$ cat src/rtl/bambu_mem_pkg.sv
// Shared constants and helpers for the off-chip memory responder.
package bambu_mem_pkg;

  localparam int DEF_READ_DELAY  = 2;
  localparam int DEF_WRITE_DELAY = 1;

  // Byte-lane mask for a write of 'size' bits; caller truncates to its data width.
  function automatic logic [31:0] size_to_mask(input logic [3:0] size);
    return (32'd1 << size) - 32'd1;
  endfunction

  // True when a channel address falls inside [base, base+msize).
  function automatic logic in_window(input int addr, input int base, input int msize);
    return (addr >= base) && (addr < base + msize);
  endfunction

  // Storage index of a channel address relative to the window base.
  function automatic int win_index(input int addr, input int base);
    return addr - base;
  endfunction

endpackage

$ cat src/rtl/bambu_mem_channel_ctrl.sv
// Per-channel latency counter, completion strobe and read-data pipeline.
module bambu_mem_channel_ctrl
  import bambu_mem_pkg::*;
#(
  parameter int DATA_W      = 8,
  parameter int READ_DELAY  = DEF_READ_DELAY,
  parameter int WRITE_DELAY = DEF_WRITE_DELAY
) (
  input  logic              clock,
  input  logic              reset,
  input  logic              oe_i,
  input  logic              we_i,
  input  logic              in_win_i,
  input  logic [DATA_W-1:0] rd_sample_i,
  output logic              rdy_o,
  output logic [DATA_W-1:0] rdata_o
);

  logic signed [31:0] cnt_q, cnt_d;
  logic [DATA_W-1:0]  pipe_q [READ_DELAY-1];

  // Next counter value: wraps to 0 on the terminal cycle of an access, idles at 0.
  always_comb begin
    cnt_d = '0;
    if (oe_i && in_win_i) begin
      cnt_d = (cnt_q == READ_DELAY - 1) ? 32'sd0 : cnt_q + 32'sd1;
    end else if (we_i && in_win_i) begin
      cnt_d = (cnt_q == WRITE_DELAY - 1) ? 32'sd0 : cnt_q + 32'sd1;
    end
  end

  // Counter register.
  always_ff @(posedge clock or negedge reset) begin
    if (!reset) cnt_q <= '0;
    else        cnt_q <= cnt_d;
  end

  // Read pipeline samples the storage port every clock; head is the read data.
  always_ff @(posedge clock or negedge reset) begin
    if (!reset) begin
      for (int i = 0; i < READ_DELAY - 1; i++) pipe_q[i] <= '0;
    end else begin
      pipe_q[0] <= rd_sample_i;
      for (int i = 1; i < READ_DELAY - 1; i++) pipe_q[i] <= pipe_q[i-1];
    end
  end

  // Strobe is held low while in reset so a held write never reports completion there.
  assign rdy_o = reset && in_win_i && !(oe_i && we_i) &&
                 ((oe_i && (cnt_q == READ_DELAY - 1)) || (we_i && (cnt_q == WRITE_DELAY - 1)));

  assign rdata_o = pipe_q[READ_DELAY-2];

endmodule

$ cat config.mk
export PLATFORM = sky130hd
export DESIGN_NAME = bambu_mem_channel_ctrl
export DESIGN_NICKNAME = d
export VERILOG_FILES = /design/src/rtl/bambu_mem_pkg.sv /design/src/rtl/bambu_mem_channel_ctrl.sv
export SDC_FILE = /design/constraint.sdc
export NUM_CORES = 1
export LEC_CHECK = 0
export CAP_MARGIN = 20
export CORE_MARGIN = 4
export CORE_UTILIZATION = 55
export DETAILED_ROUTE_END_ITERATION = 16
export GPL_TIMING_DRIVEN = 0
export HOLD_SLACK_MARGIN = 0.06
export PLACE_DENSITY = 0.82
export SKIP_LAST_GASP = 1
export SLEW_MARGIN = 40
export SYNTH_ARGS = -nofsm -noshare
export SYNTH_HDL_FRONTEND = slang
export SYNTH_SLANG_ARGS = --single-unit
$ cat constraint.sdc
create_clock -name clock -period 2.8 [get_ports clock]
set_input_delay 0.56 -clock clock [delete_from_list [all_inputs] [get_ports clock]]
set_output_delay 0.56 -clock clock [all_outputs]
set_load 0.1 [all_outputs]
After elaboration in Yosys (flattened, before gate mapping)

Cells that the tools add are included.

Logic and storage cells: 19
Input bits: 13
Register bits after elaboration: 40
Output and inout port bits: 9

Add/subtract/negate cells: 1
Multiplexer cells: 4
Reductions and logical operators: 11
Eq/ne operators: 1

Operators with widths:

| kind                                                  | count |
|---|---|
| 2-to-1 mux 32 bit                                     | 4 |
| adder 32 x 2 -> 32 bit (second input constant)        | 1 |
| equality test 32 x 2 -> 1 bit (second input constant) | 1 |
| zero test 32 bit                                      | 1 |
| logical AND 1 bit                                     | 8 |
| zero test 1 bit                                       | 1 |
| logical OR 1 bit                                      | 1 |

Longest topological paths before layout

Gate-level depths: netlist (run 1).

Word-level depth: 4
Mapped depth: 7
Mapped depth without buffers: 6

Least setup slack after synthesis (run 1)

No wires, ideal clock.

Kind: register -> output
From: register cnt_q[8]
To: output rdy_o
Cell stages (with the launch flop): 5
Path slack: -730 ps
Required time: 2240 ps
Path buffers: 1
Arrival time: 2970 ps
Path through: dfrtp_1 buf_2 nor4_1 nand4_1 nor3_1

Longest elaborated chain between the ends: 4
Elaborated cells between the ends (all ways): 6
Classes of those cells: eq/ne (1); reduce/logical (5)

Ends and longest elaborated chain:

| what                                                              | RTL line                     | text |
|---|---|---|
| start: declaration                                                | bambu_mem_channel_ctrl.sv:19 | `logic signed [31:0] cnt_q, cnt_d;` |
| start signal: assignment                                          | bambu_mem_channel_ctrl.sv:35 | `else cnt_q <= cnt_d;` |
| equality test 32 x 2 -> 1 bit or zero test 32 bit (tied branches) | bambu_mem_channel_ctrl.sv:50 | `((oe_i && (cnt_q == READ_DELAY - 1)) \|\| (we_i && (cnt_q == WRITE_DELAY - 1)));` |
| logical AND 1 bit                                                 | bambu_mem_channel_ctrl.sv:50 |  |
| logical OR 1 bit *                                                | bambu_mem_channel_ctrl.sv:50 |  |
| logical AND 1 bit *                                               | bambu_mem_channel_ctrl.sv:49 | `assign rdy_o = reset && in_win_i && !(oe_i && we_i) &&` |
| end: declaration                                                  | bambu_mem_channel_ctrl.sv:15 | `output logic rdy_o,` |

Every way passes the cells marked *; elsewhere a longest branch is shown, timed or not.

Final worst setup path (run 1)

From: register cnt_q[3]
To: output rdy_o

Same word-level chain as after synthesis.

==> results of run 1 <==
## how the worst min path moves through the flow
| stage | start | to | slack (ns) | cells after the start |
|---|---|---|---|---|
| final | reset | rdata_o[7]$_DFF_PN0_ | 0.22 | 1 |
| after CTS | reset | rdata_o[7]$_DFF_PN0_ | 0.24 | 1 |
| after detailed placement | reset | rdata_o[7]$_DFF_PN0_ | 0.56 | 1 |
| after floorplan | reset | cnt_q[0]$_DFF_PN0_ | 0.26 | 0 |
| after global placement | cnt_q[30]$_DFF_PN0_ | cnt_q[30]$_DFF_PN0_ | 0.55 | 2 |
| after global routing | reset | rdata_o[0]$_DFF_PN0_ | 0.25 | 1 |
## power by group through the flow
stage	Clock [mW]	Combinational [mW]	Sequential [mW]
global placement	0	0.119	0.601
CTS	0.404	0.113	0.590
finish	0.391	0.111	0.590
detailed placement	0	0.112	0.601
global route	0.432	0.119	0.591
floorplan	0	0.0254	0.645
## synth_stat cells (all sizes together), types with 5 or more instances
cell type,number,area share
nand3,13,0.032
a21oi,18,0.045
or4,6,0.022
inv,5,0.0093
nor4,10,0.031
o31ai,5,0.019
o21ai,13,0.032
nand2,10,0.019
and4,6,0.026
buf,5,0.015
or3,10,0.031
nor2,16,0.030
clkbuf,9,0.017
nand4,14,0.046
xor2,8,0.035
dfrtp,40,0.50
## state kept, by name, summed over array words and instances (netlist names)
register and count:
rdata_o 8, cnt_q 32
## placed cells by master (no fill, tap or decap), types with 8 or more instances in the layout
| master | instances |
|---|---|
| sky130_fd_sc_hd__clkdlybuf4s50_1 | 11 |
| sky130_fd_sc_hd__or3_1 | 10 |
| sky130_fd_sc_hd__o21ai_0 | 12 |
| sky130_fd_sc_hd__nand3_1 | 13 |
| sky130_fd_sc_hd__buf_2 | 13 |
| sky130_fd_sc_hd__nor4_1 | 10 |
| sky130_fd_sc_hd__nand4_1 | 13 |
| sky130_fd_sc_hd__nand2_1 | 10 |
| sky130_fd_sc_hd__dfrtp_1 | 40 |
| sky130_fd_sc_hd__xor2_1 | 8 |
| sky130_fd_sc_hd__a21oi_1 | 18 |
| sky130_fd_sc_hd__nor2_1 | 16 |
| sky130_fd_sc_hd__clkbuf_1 | 9 |
## routing by layer
layer,routed length (µm),GRT usage,part of all wire
met4,68,0.0794,0.016
met2,2070,0.358,0.49
met3,156,0.0535,0.037
met1,1940,0.260,0.46
met5,0,0,0
## through the flow
stage / setup slack (ns) / util
2_1_floorplan: 0.101 / -
3_3_place_gp: -1.65 / 0.666
3_5_place_dp: 0.298 / 0.652
5_1_grt: 0.133 / 0.679
4_1_cts: 0.244 / 0.679
6_report: 0.255 / 0.679
## logic make-up after synthesis
family | after synthesis
AO/OA/AOI/OAI | 38
XOR/XNOR | 12
adder cells (fa/ha/maj) | 3
buffers and inverters | 19
flip-flops | 40
multiplexers | 1
AND/OR/NAND/NOR | 99
## layout make-up
type	count	area (µm²)	area share
plain buffers	14	65.1	0.0279
flip-flops and latches	40	1000	0.428
clock inverters	2	10.0	0.00428
clock buffers	6	82.6	0.0354
well taps	46	57.6	0.0246
repair buffers	21	163	0.0696
multi-input cells	153	938	0.402
inverters	5	18.8	0.00803
## worst max-delay path, stage by stage, from the launching register on
cell and delay, ns:
sky130_fd_sc_hd__dfrtp_1 0.45, sky130_fd_sc_hd__nor4_1 0.38, sky130_fd_sc_hd__nand4_1 0.21, sky130_fd_sc_hd__nor3_2 0.21
sky130_fd_sc_hd__buf_2 0.44
==> flow_summary.html, run 1 <==
<table>
<tr><th>Metric</th><th>Value</th></tr>
<tr><th colspan="2">Route</th></tr>
<tr><td>Via count</td><td>1700</td></tr>
<tr><td>Total iterations of the first detailed-routing run</td><td>4</td></tr>
<tr><td>Total detailed-routing wirelength</td><td>4230 µm</td></tr>
<tr><td>Total DRC errors in the routed layout</td><td>0</td></tr>
<tr><td>Average wire per standard cell</td><td>14.8 µm</td></tr>
<tr><td>DRC violation total after the first TritonRoute iteration</td><td>171</td></tr>
<tr><td>Via density per instance</td><td>5.92</td></tr>
<tr><td>Post-detailed-route count of antenna-violating nets</td><td>0</td></tr>
<tr><th colspan="2">Power</th></tr>
<tr><td>Power share of the sequential group</td><td>0.540</td></tr>
<tr><td>P per Cell Area</td><td>468 nW/µm²</td></tr>
<tr><td>Relative contribution of combinational cells to total power</td><td>0.102</td></tr>
<tr><td>Part of the total power dissipated in the clock network</td><td>0.358</td></tr>
<tr><td>Net switching power figure</td><td>0.284 mW</td></tr>
<tr><td>Maximum ir drop on the vdd rail</td><td>0.268 mV</td></tr>
<tr><td>Total power</td><td>1.09 mW</td></tr>
<tr><td>Static Leakage</td><td>0.931 nW</td></tr>
<tr><td>Sw Share</td><td>0.260</td></tr>
<tr><td>Int Pwr</td><td>just over 0.8 mW</td></tr>
<tr><th colspan="2">Yosys</th></tr>
<tr><td>Synth warn</td><td>0</td></tr>
<tr><td>Total nets after synthesis</td><td>228</td></tr>
<tr><td>Number of cells produced by synthesis</td><td>212</td></tr>
<tr><td>Portion of netlist area occupied by mux cells</td><td>0.00496</td></tr>
<tr><td>Number of enable-type register cells in the synthesized netlist</td><td>0</td></tr>
<tr><td>Combined area of all synthesized cells</td><td>2020 µm²</td></tr>
<tr><td>Fraction of the mapped netlist area in adder cells</td><td>0.0186</td></tr>
<tr><td>Compound-Gate Fraction of Synth Area</td><td>0.103</td></tr>
<tr><td>Post-synthesis share of cell area spent on xor and xnor gates</td><td>0.0521</td></tr>
<tr><td>Avg Synthesized Cell Area</td><td>9.52 µm²</td></tr>
<tr><td>Simple-gate portion of the synthesized area</td><td>0.284</td></tr>
<tr><td>Sequential area share after synthesis</td><td>0.496</td></tr>
<tr><td>Dominant register cell in the synthesized netlist</td><td>sky130_fd_sc_hd__dfrtp_1</td></tr>
<tr><td>Share of flip-flops with an asynchronous set or reset after synthesis</td><td>1.00</td></tr>
<tr><td>Combinational family with the most area after synthesis</td><td>simple AND/OR/NAND/NOR gates</td></tr>
<tr><td>Number of unique standard cell types used by synthesis</td><td>32</td></tr>
<tr><td>Register bit total from synthesis</td><td>40</td></tr>
<tr><th colspan="2">STA</th></tr>
<tr><td>Clock skew after layout</td><td>0.00518 ns</td></tr>
<tr><td>Final setup violation count</td><td>0</td></tr>
<tr><td>Achievable frequency</td><td>just under 400 MHz</td></tr>
<tr><td>Minimum clock period after layout</td><td>2.54 ns</td></tr>
<tr><td>Max Slew Vio Count</td><td>0</td></tr>
<tr><td>RSZ-0062 raised after global routing</td><td>false</td></tr>
<tr><td>Period utilization</td><td>0.909</td></tr>
<tr><td>Hold Violations, Final</td><td>0</td></tr>
<tr><td>Hold Slack</td><td>0.225 ns</td></tr>
<tr><td>Transition time at the pin with the least slew margin</td><td>0.557 ns</td></tr>
<tr><td>Max-slew headroom at the worst pin</td><td>0.625</td></tr>
<tr><td>TNS Setup</td><td>0 ns</td></tr>
<tr><th colspan="2">Critical path</th></tr>
<tr><td>Endpoint of the most critical setup path</td><td>rdy_o</td></tr>
<tr><td>Required @ worst endpoint</td><td>2.24 ns</td></tr>
<tr><td>Critical path origin</td><td>cnt_q[3]$_DFF_PN0_</td></tr>
<tr><td>Worst r2r src</td><td>cnt_q[0]$_DFF_PN0_</td></tr>
<tr><td>Critical Path Start Type</td><td>register</td></tr>
<tr><td>Worst R2R Setup Slack</td><td>around 0.48 ns</td></tr>
<tr><td>WS Path Type</td><td>register to primary output</td></tr>
<tr><td>Worst reg-to-reg path cell count</td><td>6</td></tr>
<tr><td>FF-to-FF End</td><td>cnt_q[22]$_DFF_PN0_</td></tr>
<tr><td>Data arrival time of the worst path</td><td>1.98 ns</td></tr>
<tr><td>Element type at the critical path end</td><td>primary output</td></tr>
<tr><td>Maximum fanout along the worst path</td><td>6</td></tr>
<tr><th colspan="2">GRT</th></tr>
<tr><td>Number of global-route vias before repair</td><td>roughly 1600</td></tr>
<tr><td>Combined global-route utilization of all metal layers</td><td>0.212</td></tr>
<tr><td>Maximum number of pins on one net before global-route repair</td><td>42</td></tr>
<tr><td>First-pass GRT wire length</td><td>7250 µm</td></tr>
<tr><td>Antenna violations before repair</td><td>0</td></tr>
<tr><td>Total overflow reported by the global router</td><td>0</td></tr>
<tr><th colspan="2">Floorplanning</th></tr>
<tr><td>Height of the chip</td><td>68.6 µm</td></tr>
<tr><td>Placeable core region</td><td>3440 µm²</td></tr>
<tr><td>IO Pins</td><td>22</td></tr>
<tr><td>Starting density of the core</td><td>0.586</td></tr>
<tr><td>Total die area</td><td>~4700 µm²</td></tr>
<tr><td>Number of cell rows</td><td>21</td></tr>
<tr><td>Width of the die</td><td>~69 µm</td></tr>
<tr><th colspan="2">CTS</th></tr>
<tr><td>Largest buffer count on any clock path</td><td>2</td></tr>
<tr><td>H-tree lvl count</td><td>2</td></tr>
<tr><td># Post-CTS Setup Buffers</td><td>0</td></tr>
<tr><td>Resized Gates After CTS</td><td>0</td></tr>
<tr><td>Number of buffers created by CTS</td><td>5</td></tr>
<tr><td>Clock edge transition at the registers on the reported setup and hold paths</td><td>roughly 0.070 ns</td></tr>
<tr><td>Library cell used as clock root buffer</td><td>sky130_fd_sc_hd__clkbuf_8</td></tr>
<tr><td>Clock sink total</td><td>40</td></tr>
<tr><td>Clock latency of the later-clocked register in the worst-skew pair</td><td>0.30 ns</td></tr>
<tr><td>TritonCTS clock tree</td><td>done</td></tr>
<tr><td>Number of buffers added to fix hold violations after cts</td><td>0</td></tr>
<tr><th colspan="2">Layout</th></tr>
<tr><td>Filler instances</td><td>about 280</td></tr>
<tr><td>Antenna diode count</td><td>0</td></tr>
<tr><td>Final Net Count</td><td>roughly 260</td></tr>
<tr><td>Layout cells sized above 1</td><td>0.104</td></tr>
<tr><td>Layout Cell Area excl Fill</td><td>around 2300 µm²</td></tr>
<tr><td>Post-layout instance count excluding filler cells</td><td>around 290</td></tr>
<tr><td>Area grow syn2layout</td><td>15.7%</td></tr>
<tr><th colspan="2">Placement</th></tr>
<tr><td>Standard cell area after detailed placement</td><td>roughly 2200 µm²</td></tr>
<tr><td># placed instances</td><td>279</td></tr>
<tr><td>Detailed placement HPWL</td><td>2900 µm</td></tr>
<tr><td>Weighted congestion reported at the end of routability-driven placement</td><td>~0.85</td></tr>
<tr><td>Number of buffers added on ports</td><td>21</td></tr>
<tr><th colspan="2">Status</th></tr>
<tr><td>Run status</td><td>finished clean</td></tr>
<tr><th colspan="2">Min path</th></tr>
<tr><td>Type of the most critical hold path</td><td>input pin to async pin</td></tr>
<tr><th colspan="2">Run</th></tr>
<tr><td>Max-cap violations</td><td>0</td></tr>
</table>
Power figures use the tool's default switching activity.
==> run 2, diff against run 1 <==
Settings changed: PLACE_DENSITY 0.82 to 0.78.
==> run 2 against run 1 <==
- sequential share of layout area down 0.092 points
- utilization up 0.15 points
- via count up 1.1%
- clock-buffer cell count unchanged
- wire length up 4.5%
- register-to-register slack worse by 0.03 ns
- die area unchanged
- hold slack worse by 0.0026 ns
- clock power up 4%
- global-route usage up 1.1 points
- critical endpoint unchanged
- maximum frequency down 2.1%
==> flow_summary.html, run 2 (synthesis gave the netlist of run 1 again) <==
<table>
<tr><th>Metric</th><th>Value</th></tr>
<tr><th colspan="2">CTS</th></tr>
<tr><td>Clock latency of the later-clocked register in the worst-skew pair</td><td>0.30 ns</td></tr>
<tr><td>H-tree lvl count</td><td>2</td></tr>
<tr><td>Largest buffer count on any clock path</td><td>2</td></tr>
<tr><td>Number of buffers added to fix hold violations after cts</td><td>0</td></tr>
<tr><td>TritonCTS clock tree</td><td>done</td></tr>
<tr><td>Clock edge transition at the registers on the reported setup and hold paths</td><td>0.08 ns</td></tr>
<tr><td>Library cell used as clock root buffer</td><td>sky130_fd_sc_hd__clkbuf_8</td></tr>
<tr><td>Number of buffers created by CTS</td><td>5</td></tr>
<tr><td># Post-CTS Setup Buffers</td><td>0</td></tr>
<tr><td>Clock sink total</td><td>40</td></tr>
<tr><td>Resized Gates After CTS</td><td>0</td></tr>
<tr><th colspan="2">Layout</th></tr>
<tr><td>Most frequent standard cell in the layout excluding fill and tap cells</td><td>sky130_fd_sc_hd__dfrtp_1</td></tr>
<tr><td>Highest-count cells in the layout ignoring fill and taps</td><td>40 x sky130_fd_sc_hd__dfrtp_1, 18 x sky130_fd_sc_hd__a21oi_1, 16 x sky130_fd_sc_hd__nor2_1</td></tr>
<tr><td>Layout cells sized above 1</td><td>0.104</td></tr>
<tr><td>Final Net Count</td><td>approximately 260</td></tr>
<tr><td>Top reg by flops</td><td>cnt_q</td></tr>
<tr><td>Area grow syn2layout</td><td>16.0%</td></tr>
<tr><td>Antenna diode count</td><td>0</td></tr>
<tr><td>Layout Cell Area excl Fill</td><td>2340 µm²</td></tr>
<tr><td>Max reg flops</td><td>32</td></tr>
<tr><th colspan="2">STA</th></tr>
<tr><td>Minimum clock period after layout</td><td>between 2 and 3 ns</td></tr>
<tr><td>Max Slew Vio Count</td><td>0</td></tr>
<tr><td>Period utilization</td><td>0.928</td></tr>
<tr><td>RSZ-0062 raised after global routing</td><td>false</td></tr>
<tr><td>Final setup violation count</td><td>0</td></tr>
<tr><td>Hold Violations, Final</td><td>0</td></tr>
<tr><td>Clock skew after layout</td><td>0.00533 ns</td></tr>
<tr><td>Max-slew headroom at the worst pin</td><td>0.569</td></tr>
<tr><td>TNS Setup</td><td>0 ns</td></tr>
<tr><td>Achievable frequency</td><td>385 MHz</td></tr>
<tr><td>Transition time at the pin with the least slew margin</td><td>between 0.6 and 0.7 ns</td></tr>
<tr><th colspan="2">Placement</th></tr>
<tr><td>Standard cell area after detailed placement</td><td>roughly 2200 µm²</td></tr>
<tr><td>Detailed placement HPWL</td><td>3150 µm</td></tr>
<tr><td>Weighted congestion reported at the end of routability-driven placement</td><td>approximately 0.86</td></tr>
<tr><td>Number of buffers added on ports</td><td>21</td></tr>
<tr><th colspan="2">Critical path</th></tr>
<tr><td>Critical Path Start Type</td><td>register</td></tr>
<tr><td>WS Path Type</td><td>register to primary output</td></tr>
<tr><td>Delay of the slowest critical-path stage</td><td>0.45 ns</td></tr>
<tr><td>FF-to-FF End</td><td>cnt_q[20]$_DFF_PN0_</td></tr>
<tr><td>Worst path top cell family by delay</td><td>simple AND/OR/NAND/NOR gates</td></tr>
<tr><td>Crit path top cell by count</td><td>sky130_fd_sc_hd__buf_2</td></tr>
<tr><td>Highest-delay cell along the critical path</td><td>sky130_fd_sc_hd__buf_2</td></tr>
<tr><td>Worst R2R Setup Slack</td><td>0.45 ns</td></tr>
<tr><td>Data arrival time of the worst path</td><td>slightly above 2 ns</td></tr>
<tr><td>Element type at the critical path end</td><td>primary output</td></tr>
<tr><td>Logic depth of the worst path, buffers included</td><td>5</td></tr>
<tr><td>Worst path bufs/invs</td><td>2</td></tr>
<tr><td>Required @ worst endpoint</td><td>between 2 and 2.5 ns</td></tr>
<tr><td>Worst reg-to-reg path cell count</td><td>6</td></tr>
<tr><td>Worst r2r src</td><td>cnt_q[0]$_DFF_PN0_</td></tr>
<tr><td>Cell breakdown of the critical path</td><td>buf_2 -&gt; nor4_1 -&gt; nand4_1 -&gt; nor3_2 -&gt; buf_2</td></tr>
<tr><td>Maximum fanout along the worst path</td><td>7</td></tr>
<tr><th colspan="2">Route</th></tr>
<tr><td>Average wire per standard cell</td><td>15.4 µm</td></tr>
<tr><td>Via density per instance</td><td>5.99</td></tr>
<tr><td>Total iterations of the first detailed-routing run</td><td>4</td></tr>
<tr><td>Total DRC errors in the routed layout</td><td>0</td></tr>
<tr><td>DRC violation total after the first TritonRoute iteration</td><td>133</td></tr>
<tr><td>Post-detailed-route count of antenna-violating nets</td><td>0</td></tr>
<tr><td>Via count</td><td>1719</td></tr>
<tr><td>Total detailed-routing wirelength</td><td>approximately 4400 µm</td></tr>
<tr><th colspan="2">Floorplanning</th></tr>
<tr><td>Total die area</td><td>4700 µm²</td></tr>
<tr><td>Placeable core region</td><td>3440 µm²</td></tr>
<tr><td>Starting density of the core</td><td>0.586</td></tr>
<tr><td>Number of cell rows</td><td>21</td></tr>
<tr><td>IO Pins</td><td>22</td></tr>
<tr><td>Width of the die</td><td>68.6 µm</td></tr>
<tr><td>Height of the chip</td><td>about 69 µm</td></tr>
<tr><th colspan="2">Power</th></tr>
<tr><td>Static Leakage</td><td>0.924 nW</td></tr>
<tr><td>Total power</td><td>1.11 mW</td></tr>
<tr><td>Maximum ir drop on the vdd rail</td><td>0.325 mV</td></tr>
<tr><td>Sw Share</td><td>0.267</td></tr>
<tr><td>P per Cell Area</td><td>about 470 nW/µm²</td></tr>
<tr><td>Net switching power figure</td><td>0.296 mW</td></tr>
<tr><td>Power share of the sequential group</td><td>0.533</td></tr>
<tr><td>Relative contribution of combinational cells to total power</td><td>0.101</td></tr>
<tr><td>Int Pwr</td><td>0.811 mW</td></tr>
<tr><td>Part of the total power dissipated in the clock network</td><td>0.367</td></tr>
<tr><th colspan="2">GRT</th></tr>
<tr><td>Global routing met1 resource utilization</td><td>0.279</td></tr>
<tr><td>Maximum number of pins on one net before global-route repair</td><td>42</td></tr>
<tr><td>Global route hottest layer</td><td>met2</td></tr>
<tr><td>Global-route track usage on met3</td><td>0.0583</td></tr>
<tr><td>Combined global-route utilization of all metal layers</td><td>0.223</td></tr>
<tr><td>First-pass GRT wire length</td><td>7680 µm</td></tr>
<tr><td>Met2 track demand over resource in global routing</td><td>0.366</td></tr>
<tr><td>Antenna violations before repair</td><td>0</td></tr>
<tr><td>Number of global-route vias before repair</td><td>1636</td></tr>
<tr><td>Total overflow reported by the global router</td><td>0</td></tr>
<tr><th colspan="2">Status</th></tr>
<tr><td>Run status</td><td>finished clean</td></tr>
<tr><th colspan="2">Run</th></tr>
<tr><td>Max-cap violations</td><td>0</td></tr>
<tr><th colspan="2">Min path</th></tr>
<tr><td>Type of the most critical hold path</td><td>input pin to async pin</td></tr>
</table>
## run 2: changes by cell type in the layout (fill, tap and decap cells not counted), sizes merged
cell,change
clkinv,-2
clkinvlp,+2
## run 2: per-layer routing
layer,vias up,part of all wire
li1,839,-
met1,835,0.43
met2,39,0.51
met3,6,0.042
met4,0,0.016
met5,-,0
## run 2: worst max-delay path by stage
stage                             from  endpoint  slack [ns]
floorplan           cnt_q[8]$_DFF_PN0_     rdy_o        0.10
global placement                 reset     rdy_o       -1.60
detailed placement                we_i     rdy_o        0.28
CTS                 cnt_q[8]$_DFF_PN0_     rdy_o        0.20
global route        cnt_q[4]$_DFF_PN0_     rdy_o        0.05
finish              cnt_q[4]$_DFF_PN0_     rdy_o        0.20
## run 2: final cells by class
type	count	area (µm²)
repair buffers	21	163
clock buffers	6	82.6
clock inverters	2	15.0
multi-input cells	153	938
flip-flops and latches	40	1000
well taps	46	57.6
inverters	5	18.8
plain buffers	14	65.1
fillers	281	1100
## run 2: power by group through the flow
stage	clock network, mW	registers (mW)	logic [mW]
after floorplan	0	0.645	0.0254
after global placement	0	0.601	0.118
after detailed placement	0	0.601	0.113
after CTS	0.416	0.590	0.113
after global routing	0.441	0.591	0.120
final	0.406	0.590	0.112
## run 2: through the flow
step | utilization | hold slack (ns) | setup WS, ns | std cells
after floorplan | - | 0.264 | 0.101 | 212
after global placement | 0.666 | 0.551 | -1.60 | 279
after detailed placement | 0.652 | 0.563 | 0.278 | 279
after CTS | 0.680 | 0.243 | 0.203 | 287
after global routing | 0.680 | 0.265 | 0.0494 | 287
final | 0.680 | 0.222 | 0.201 | 287
## run 2: worst register-to-register path, cell delays in order, from the launching register on
cell,delay [ns]
sky130_fd_sc_hd__dfrtp_1,0.47
sky130_fd_sc_hd__ha_1,0.24
sky130_fd_sc_hd__nand3_1,0.15
sky130_fd_sc_hd__or4_1,0.64
sky130_fd_sc_hd__clkbuf_1,0.26
sky130_fd_sc_hd__or3_1,0.35
sky130_fd_sc_hd__a21oi_1,0.16
==> run 3, diff against run 2 <==
Settings changed: CORE_ASPECT_RATIO set to 1.5, CORE_UTILIZATION 55 to 50, PLACE_DENSITY 0.78 to 0.77.
Clock period 2.8 ns to 2.35 ns, I/O delays scaled along.
==> run 3 against run 2 <==
- first-iteration DRC count is 64% lower
- register-to-register slack worse by 0.31 ns
- total power is 18% higher
- sequential cell count stayed put
- critical path depth stayed put
- clock-buffer cell count is 1 higher
- via count is 0.58% lower
- largest cell class unchanged
==> flow_summary.html, run 3 (synthesis gave the netlist of run 1 again) <==
<table>
<tr><th>Metric</th><th>Value</th></tr>
<tr><th colspan="2">Critical path</th></tr>
<tr><td>Data arrival time of the worst path</td><td>about 1.8 ns</td></tr>
<tr><td>FF-to-FF End</td><td>cnt_q[26]$_DFF_PN0_</td></tr>
<tr><td>Delay of the slowest critical-path stage</td><td>0.36 ns</td></tr>
<tr><td>Worst R2R Setup Slack</td><td>0.14 ns</td></tr>
<tr><td>Maximum fanout along the worst path</td><td>7</td></tr>
<tr><td>Critical path origin</td><td>cnt_q[4]$_DFF_PN0_</td></tr>
<tr><td>WS Path Type</td><td>register to primary output</td></tr>
<tr><td>Highest-delay cell along the critical path</td><td>sky130_fd_sc_hd__dfrtp_1</td></tr>
<tr><td>Required @ worst endpoint</td><td>1.88 ns</td></tr>
<tr><td>Worst path top cell family by delay</td><td>simple AND/OR/NAND/NOR gates</td></tr>
<tr><td>Worst path bufs/invs</td><td>2</td></tr>
<tr><td>Worst reg-to-reg path cell count</td><td>5</td></tr>
<tr><td>Critical Path Start Type</td><td>register</td></tr>
<tr><td>Worst r2r src</td><td>cnt_q[0]$_DFF_PN0_</td></tr>
<tr><td>Cell breakdown of the critical path</td><td>buf_2 -&gt; nor4_4 -&gt; nand4_1 -&gt; nor3_4 -&gt; buf_12</td></tr>
<tr><td>Element type at the critical path end</td><td>primary output</td></tr>
<tr><th colspan="2">Power</th></tr>
<tr><td>P per Cell Area</td><td>540 nW/µm²</td></tr>
<tr><td>Static Leakage</td><td>0.947 nW</td></tr>
<tr><td>Maximum ir drop on the vdd rail</td><td>0.534 mV</td></tr>
<tr><td>Total power</td><td>between 1 and 1.5 mW</td></tr>
<tr><th colspan="2">Floorplanning</th></tr>
<tr><td>IO Pins</td><td>22</td></tr>
<tr><td>Number of cell rows</td><td>28</td></tr>
<tr><td>Width of the die</td><td>59.9 µm</td></tr>
<tr><td>Total die area</td><td>5140 µm²</td></tr>
<tr><td>Placeable core region</td><td>3920 µm²</td></tr>
<tr><td>Starting density of the core</td><td>0.514</td></tr>
<tr><td>Height of the chip</td><td>85.8 µm</td></tr>
<tr><th colspan="2">STA</th></tr>
<tr><td>Hold Violations, Final</td><td>0</td></tr>
<tr><td>Max-slew headroom at the worst pin</td><td>0.580</td></tr>
<tr><td>RSZ-0062 raised after global routing</td><td>false</td></tr>
<tr><td>Final setup violation count</td><td>0</td></tr>
<tr><td>Achievable frequency</td><td>about 440 MHz</td></tr>
<tr><td>Clock skew after layout</td><td>0.00462 ns</td></tr>
<tr><td>Period utilization</td><td>0.963</td></tr>
<tr><td>Minimum clock period after layout</td><td>2.26 ns</td></tr>
<tr><td>Transition time at the pin with the least slew margin</td><td>0.624 ns</td></tr>
<tr><td>Max Slew Vio Count</td><td>0</td></tr>
<tr><th colspan="2">Layout</th></tr>
<tr><td>Antenna diode count</td><td>0</td></tr>
<tr><td>Top reg by flops</td><td>cnt_q</td></tr>
<tr><td>Layout Cell Area excl Fill</td><td>2420 µm²</td></tr>
<tr><td>Highest-count cells in the layout ignoring fill and taps</td><td>39 x sky130_fd_sc_hd__dfrtp_1, 18 x sky130_fd_sc_hd__a21oi_1, 16 x sky130_fd_sc_hd__nor2_1</td></tr>
<tr><td>Most frequent standard cell in the layout excluding fill and tap cells</td><td>sky130_fd_sc_hd__dfrtp_1</td></tr>
<tr><td>Max reg flops</td><td>32</td></tr>
<tr><td>Post-layout instance count excluding filler cells</td><td>between 200 and 300</td></tr>
<tr><td>Area grow syn2layout</td><td>20.1%</td></tr>
<tr><td>Layout cells sized above 1</td><td>0.136</td></tr>
<tr><td>Final Net Count</td><td>around 260</td></tr>
<tr><th colspan="2">Route</th></tr>
<tr><td>Total detailed-routing wirelength</td><td>4450 µm</td></tr>
<tr><td>Total DRC errors in the routed layout</td><td>0</td></tr>
<tr><td>Via density per instance</td><td>5.95</td></tr>
<tr><td>Total iterations of the first detailed-routing run</td><td>5</td></tr>
<tr><td>Average wire per standard cell</td><td>15.5 µm</td></tr>
<tr><td>Via count</td><td>roughly 1700</td></tr>
<tr><td>Post-detailed-route count of antenna-violating nets</td><td>0</td></tr>
<tr><td>DRC violation total after the first TritonRoute iteration</td><td>48</td></tr>
<tr><th colspan="2">GRT</th></tr>
<tr><td>Antenna violations before repair</td><td>0</td></tr>
<tr><td>Total overflow reported by the global router</td><td>0</td></tr>
<tr><td>First-pass GRT wire length</td><td>7370 µm</td></tr>
<tr><td>Combined global-route utilization of all metal layers</td><td>0.187</td></tr>
<tr><td>Maximum number of pins on one net before global-route repair</td><td>42</td></tr>
<tr><td>Number of global-route vias before repair</td><td>approximately 1600</td></tr>
<tr><th colspan="2">Placement</th></tr>
<tr><td>Detailed placement HPWL</td><td>about 3100 µm</td></tr>
<tr><td>Weighted congestion reported at the end of routability-driven placement</td><td>0.849</td></tr>
<tr><td>Number of buffers added on ports</td><td>21</td></tr>
<tr><td>Standard cell area after detailed placement</td><td>between 2000 and 2500 µm²</td></tr>
<tr><td># placed instances</td><td>278</td></tr>
<tr><th colspan="2">CTS</th></tr>
<tr><td>Clock edge transition at the registers on the reported setup and hold paths</td><td>0.07 ns</td></tr>
<tr><td>Number of buffers added to fix hold violations after cts</td><td>0</td></tr>
<tr><td>TritonCTS clock tree</td><td>done</td></tr>
<tr><td>Largest buffer count on any clock path</td><td>2</td></tr>
<tr><td>H-tree lvl count</td><td>2</td></tr>
<tr><td>Number of buffers created by CTS</td><td>5</td></tr>
<tr><td>Clock sink total</td><td>40</td></tr>
<tr><td>Library cell used as clock root buffer</td><td>sky130_fd_sc_hd__clkbuf_8</td></tr>
<tr><td>Clock latency of the later-clocked register in the worst-skew pair</td><td>around 0.29 ns</td></tr>
<tr><th colspan="2">Min path</th></tr>
<tr><td>Type of the most critical hold path</td><td>input pin to async pin</td></tr>
<tr><th colspan="2">Run</th></tr>
<tr><td>Max-cap violations</td><td>0</td></tr>
<tr><th colspan="2">Status</th></tr>
<tr><td>Run status</td><td>finished clean</td></tr>
</table>
[run 3: through the flow]
stage / setup slack, ns / hold slack (ns) / setup TNS, ns / utilization
after floorplan: 0.114 / 0.174 / 0 / -
after global placement: -2.09 / 0.552 / -10.72 / 0.585
after detailed placement: -0.0112 / 0.482 / -0.0112 / 0.573
after CTS: 0.0204 / 0.162 / 0 / 0.600
after global routing: 0.000903 / 0.177 / 0 / 0.618
final: 0.0861 / 0.137 / 0 / 0.618
[run 3: cell type report]
type / count / area, µm²
fillers: 322 / 1500
flip-flops and latches: 40 / 1000
multi-input cells: 153 / 998
repair buffers: 22 / 185
clock buffers: 7 / 86.3
plain buffers: 14 / 68.8
well taps: 45 / 56.3
inverters: 5 / 18.8
clock inverters: 1 / 7.51
[run 3: per-layer routing]
metal  GRT usage  vias to the layer above  part of all wire
met1       0.222                      828              0.41
li1            -                      840                 -
met2       0.317                       33              0.54
met4      0.0806                        0             0.020
met5           0                        -                 0
met3      0.0407                        8             0.033
[run 3: timing repair]
item / 4_1_cts / 5_1_grt
setup buffers: 0 / 1
resized for setup: 3 / 14
pin swaps: 0 / 3
setup endpoints to repair: 13 / 31
[run 3: how the worst max path moves through the flow]
| stage | cells past startpoint | slack (ns) | to |
|---|---|---|---|
| finish | 5 | 0.09 | rdy_o |
| global route | 5 | 0.0009 | rdy_o |
| CTS | 5 | 0.02 | rdy_o |
| detailed placement | 6 | -0.01 | rdy_o |
| global placement | 4 | -2.09 | rdy_o |
| floorplan | 4 | 0.11 | rdy_o |
[run 3: report_power, final]
group	switching (mW)	leakage, nW	internal [mW]	total (mW)
Combinational	0.102	0.365	0.0347	0.137
Clock	0.230	0.0445	0.238	0.469
Sequential	0.00553	0.538	0.697	0.703
Total	0.338	0.947	0.971	1.31
